==> config.mk <==
export PLATFORM = sky130hd
export DESIGN_NAME = dense_layer_seq_ctrl
export DESIGN_NICKNAME = d
export VERILOG_FILES = /design/src/rtl/dense_ctrl_pkg.sv /design/src/rtl/dense_valid_pipe.sv /design/src/rtl/dense_layer_seq_ctrl.sv
export SDC_FILE = /design/constraint.sdc
export NUM_CORES = 1
export LEC_CHECK = 0
export ABC_AREA = 1
export BUFFER_PORTS_ARGS = -buffer_cell sky130_fd_sc_hd__buf_2
export CAP_MARGIN = 20
export CORE_MARGIN = 8
export CORE_UTILIZATION = 30
export DETAILED_ROUTE_END_ITERATION = 6
export GPL_TIMING_DRIVEN = 1
export PLACE_DENSITY = 0.45
export SLEW_MARGIN = 15
export SYNTH_ARGS = -nofsm -noshare
export SYNTH_HDL_FRONTEND = slang
export SYNTH_SLANG_ARGS = --single-unit
==> constraint.sdc <==
create_clock -name clk -period 2.7 [get_ports clk]
set_input_delay 0.54 -clock clk [delete_from_list [all_inputs] [get_ports clk]]
set_output_delay 0.54 -clock clk [all_outputs]
set_load 0.03 [all_outputs]
==> src/rtl/dense_ctrl_pkg.sv <==
// dense_ctrl_pkg: shared types and latency definition for the dense-layer sequencer and datapath
package dense_ctrl_pkg;

    typedef enum logic [1:0] {IDLE, STREAM, DRAIN, DONE} state_e;

    localparam int CNT_W_DEF = 16;

    // Issue-to-output latency of the dense datapath plus its delay-register stage
    function automatic int dense_latency(input int size);
        return size * 2 - 1;
    endfunction

endpackage

==> src/rtl/dense_valid_pipe.sv <==
// dense_valid_pipe: depth-stage {valid, tag} shift register tracking vectors through the datapath
module dense_valid_pipe #(
    parameter int depth = 5,
    parameter int tag_w = 16
) (
    input  logic             clk,
    input  logic             rst_n,
    input  logic             flush,
    input  logic             in_valid,
    input  logic [tag_w-1:0] in_tag,
    output logic             out_valid,
    output logic [tag_w-1:0] out_tag
);

    logic [depth-1:0]       valid_q, valid_d;
    logic [depth*tag_w-1:0] tag_q, tag_d;

    // Shift one stage per clock; flush only needs to kill the valid bits
    always_comb begin
        valid_d = flush ? '0 : depth'({valid_q, in_valid});
        tag_d   = (depth*tag_w)'({tag_q, in_tag});
    end

    // Pipeline registers
    always_ff @(posedge clk or negedge rst_n) begin
        if (!rst_n) begin
            valid_q <= '0;
            tag_q   <= '0;
        end else begin
            valid_q <= valid_d;
            tag_q   <= tag_d;
        end
    end

    assign out_valid = valid_q[depth-1];
    assign out_tag   = tag_q[depth*tag_w-1 -: tag_w];

endmodule

==> src/rtl/dense_layer_seq_ctrl.sv <==
// dense_layer_seq_ctrl: sequences one dense-layer pass, gating issue and tracking results to retirement
module dense_layer_seq_ctrl
    import dense_ctrl_pkg::*;
#(
    parameter int size            = 3,
    parameter int cycle           = dense_latency(size),
    parameter int dense_type_size = 4,
    parameter int cnt_w           = CNT_W_DEF
) (
    input  logic                       clk,
    input  logic                       rst_n,
    input  logic                       start,
    input  logic [cnt_w-1:0]           batch_len,
    input  logic [dense_type_size-1:0] dense_type_cfg,
    input  logic                       abort,
    input  logic                       in_valid,
    output logic                       in_ready,
    output logic                       issue,
    output logic [cnt_w-1:0]           issue_tag,
    output logic [dense_type_size-1:0] dense_type_out,
    output logic                       out_valid,
    output logic [cnt_w-1:0]           out_tag,
    output logic                       busy,
    output logic                       done
);

    state_e                     state_q, state_d;
    logic [cnt_w-1:0]           issued_q, issued_d;
    logic [cnt_w-1:0]           retired_q, retired_d;
    logic [cnt_w-1:0]           len_q, len_d;
    logic [dense_type_size-1:0] type_q, type_d;
    logic                       start_acc, flush, clr;

    // FSM state register
    always_ff @(posedge clk or negedge rst_n) begin
        if (!rst_n) state_q <= IDLE;
        else        state_q <= state_d;
    end

    // Next state: abort wins everywhere outside IDLE; DRAIN exits as the last result retires
    always_comb begin
        state_d = state_q;
        case (state_q)
            IDLE:    if (start) state_d = (batch_len == '0) ? DONE : STREAM;
            STREAM:  if (abort) state_d = IDLE;
                     else if (issue && issued_q == len_q - 1'b1) state_d = DRAIN;
            DRAIN:   if (abort) state_d = IDLE;
                     else if (retired_d == len_q) state_d = DONE;
            default: state_d = IDLE;
        endcase
    end

    // FSM outputs; abort drops in_ready so a coincident handshake is never issued
    always_comb begin
        in_ready = (state_q == STREAM) && !abort;
        issue    = in_valid && in_ready;
        busy     = state_q != IDLE;
        done     = state_q == DONE;
    end

    // Counter and latch updates; counters restart on every accepted start, abort and completion
    always_comb begin
        start_acc = (state_q == IDLE) && start;
        flush     = abort && (state_q != IDLE);
        clr       = start_acc || flush || (state_q == DONE);
        issued_d  = clr ? '0 : issued_q + cnt_w'(issue);
        retired_d = clr ? '0 : retired_q + cnt_w'(out_valid);
        len_d     = start_acc ? batch_len : len_q;
        type_d    = start_acc ? dense_type_cfg : type_q;
    end

    // Counter and configuration registers
    always_ff @(posedge clk or negedge rst_n) begin
        if (!rst_n) begin
            issued_q  <= '0;
            retired_q <= '0;
            len_q     <= '0;
            type_q    <= '0;
        end else begin
            issued_q  <= issued_d;
            retired_q <= retired_d;
            len_q     <= len_d;
            type_q    <= type_d;
        end
    end

    assign issue_tag      = issued_q;
    assign dense_type_out = type_q;

    dense_valid_pipe #(
        .depth (cycle),
        .tag_w (cnt_w)
    ) u_pipe (
        .clk       (clk),
        .rst_n     (rst_n),
        .flush     (flush),
        .in_valid  (issue),
        .in_tag    (issue_tag),
        .out_valid (out_valid),
        .out_tag   (out_tag)
    );

endmodule

==> impl_results.md <==
* Status: finished, final reports clean
* Register clock-pin slew on the reported worst setup and hold paths at 0.06 ns
* Most common cell after layout, fill and taps aside: nand2_1
* Total power draw at 6670 uW
* Commonest cells after routing, fill and taps aside: nand2_1, dfrtp_1, inv_1
* Core Area at 19400 um2
* Drt total wl at 13600 um
* H-tree Lvls at 4
* Diodes inserted at 0
* Initial DRT Pass Iterations at 4
* Via count at 4328
* GRT Total Usage at 0.121
* Post-synth top area cell: dfrtp_1
* Post-route antenna net violation count at 0
* Slew Limit Headroom at 0.590
* Vias in the first global route at 4535
* Ys Warns at 0
* Initial core utilization at 0.306
* Clock latency at the later pin of the worst-skew pair at 0.43 ns
* Layout cells sized above 1 at 0.193
* Minimum clock period at 2.43 ns
* PD cells at 933 nW/um2
* WHS at 0.0880 ns
* Startpoint types: flip-flop
* CTS Buf Count at 17
* Chip width at 157 um
* Share of the synthesized area in the top cell type at 0.587
* Post-Syn Area at 5930 um2
* Fin crit share at 0.899
* Initial drt markers at 200
* Root Buffer: clkbuf_16
* Syn_area_per_cell at 9.13 um2
* Kind of critical path: flip-flop to flip-flop
* Rows at 51
* Worst Slack Setup Final at 0.271 ns
* Worst min-delay path class: input port to async pin
* Final hold violations at 0
* DR DRC count at 0
* Largest net degree at the start of global routing at 66
* Mapped Cells at 649
* Synthesized Nets at 679
* DP HPWL at 10000 um
* GP Congestion at 0.814
* Peak Freq at 412 MHz
* RSZ-0062 raised after global routing: false
* Clock sink count at 139
* Seq/Total Area, Yosys at 0.587
* Yosys cell types at 35
* Slew @ Worst Pin at 0.614 ns
* # Max-Cap Violations at 0
* Clock Tree Buf Depth at 2
* Synth top area cells: dfrtp_1, nand2_1, inv_1, nor2_1, nand3_1
* Routed len/inst at 13.6 um
* CP max FO at 4
* Critical path required time at 3.01 ns
* First-pass GRT wire length at 22800 um
* IO Pins at 66
* Nets@finish at 749
* Die Ht at 157 um
* Worst vdd ir at 0.457 mV
* DIE AREA at 24500 um2
* Crit. End Element: flip-flop
* Final setup vio count at 0
* CTS tree: built
* Setup Skew at 0.0131 ns
* Port bufs at 65
* Worst Path Arrival at 2.74 ns
* Initial antenna violation count at 0
* Number of synthesized register bits at 139
* Routed vias/inst at 4.34
* Cell leakage power at 0.00380 uW
* Placement Setup Slack at -0.0325 ns
* Slew Viols, Final at 0
* GRT overflow at 0
* Synthesis-to-finish area growth at 20.6%
==> worst max-delay path, stage by stage (launching register included) <==
cell and delay (ns):
dfrtp_1 0.41, inv_2 0.07, nand4_1 0.17, inv_2 0.11, ha_2 0.19, nand2_2 0.07, nor2_4 0.12, nand2_2 0.07
nor2_2 0.13, nand2_1 0.08, nor3b_2 0.23, inv_2 0.06, nor3_2 0.15, nand2_1 0.13, nor2_2 0.12, nand3_1 0.09
nand2_1 0.07, nor2_1 0.04
==> kinds of logic (layout without fill, tap and decap cells) <==
family                   Yosys count  after routing  share of synthesized area
adder cells (fa/ha/maj)            5              5                     0.0106
AND/OR/NAND/NOR                  312            312                      0.232
multiplexers                       4              4                    0.00760
XOR/XNOR                          18             18                     0.0266
AO/OA/AOI/OAI                     47             47                     0.0424
buffers and inverters            124            207                     0.0942
flip-flops                       139            139                      0.587
==> through the flow <==
step	TNS, ns	cell area (um2)	util	instances
6_report	0	7150	0.369	997
5_1_grt	0	7150	0.369	997
4_1_cts	0	7090	0.366	994
3_5_place_dp	-0.0623	6480	0.334	962
3_3_place_gp	0	6480	0.334	962
2_1_floorplan	0	5930	-	649
==> registers in the layout, indices dropped and copies added, names as in the netlist <==
signal	flops
u_pipe.valid_q	5
len_q	16
retired_q	16
u_pipe.tag_q	80
issue_tag	16
state_q	2
dense_type_out	4
==> power breakdown <==
| part | total (uW) | internal (uW) | leakage, uW | switching (uW) |
|---|---|---|---|---|
| logic | 1710 | 578 | 0.00160 | 1130 |
| clock network | 2410 | 1400 | 0.000297 | 1010 |
| registers | 2550 | 2280 | 0.00190 | 273 |
==> path summary, 6_finish.rpt <==
path | from | endpoint | slack [ns] | depth (start not counted)
max in group asynchronous | rst_n | retired_q[9] | 1.89 | 2
min in group clk | u_pipe.tag_q[35] | u_pipe.tag_q[51] | 0.34 | 0
setup reg to reg | state_q[1] | issue_tag[13] | 0.27 | 17
setup / recovery | state_q[1] | issue_tag[13] | 0.27 | 17
hold / removal | rst_n | u_pipe.tag_q[65] | 0.09 | 1
hold reg to reg | u_pipe.tag_q[35] | u_pipe.tag_q[51] | 0.34 | 0
==> cell type report <==
cell class	count	area (um2)
clock buffer	17	425
clock inverter	15	184
fill	2008	12200
inverter	98	370
multi-input combinational	386	1930
sequential	139	3480
tap	265	332
timing repair buffer	77	434
==> synth_stat cells <==
cell and instances:
nor2_1 69, nor2_8 1, o21ai_2 1, nor3_1 7, o211ai_1 1, nor3_2 1, o21bai_1 4, clkbuf_2 1
inv_4 1, nand3_2 1, nand3_4 1, o21ai_1 1, nand3b_1 1, nand2_2 4, nor2_4 1, xnor2_1 6
nor4_1 3, buf_6 3, nand2_1 158, buf_2 2, a21oi_1 10, o21ai_0 30, nand3_1 41, inv_1 96
nor2_2 4, mux2_2 4, dfrtp_1 139, clkbuf_1 3, nor3b_2 1, buf_4 17, nand4_1 18, inv_2 1
xor2_1 12, nand2_4 1, ha_1 5
==> repair_timing <==
item | in CTS | in global routing
buffers inserted | 0 | 3
hold buffers | 0 | 0
resized for setup | 0 | 11
endpoints found under the setup margin | 0 | 5
==> layer usage <==
layer | GRT usage | vias up | part of all wire
li1 | - | 2157 | -
met1 | 0.152 | 2058 | 0.49
met2 | 0.192 | 94 | 0.46
met3 | 0.0367 | 19 | 0.043
met4 | 0.0462 | 0 | 0.014
met5 | 0 | - | 0
(Power assumes the default switching activity.)
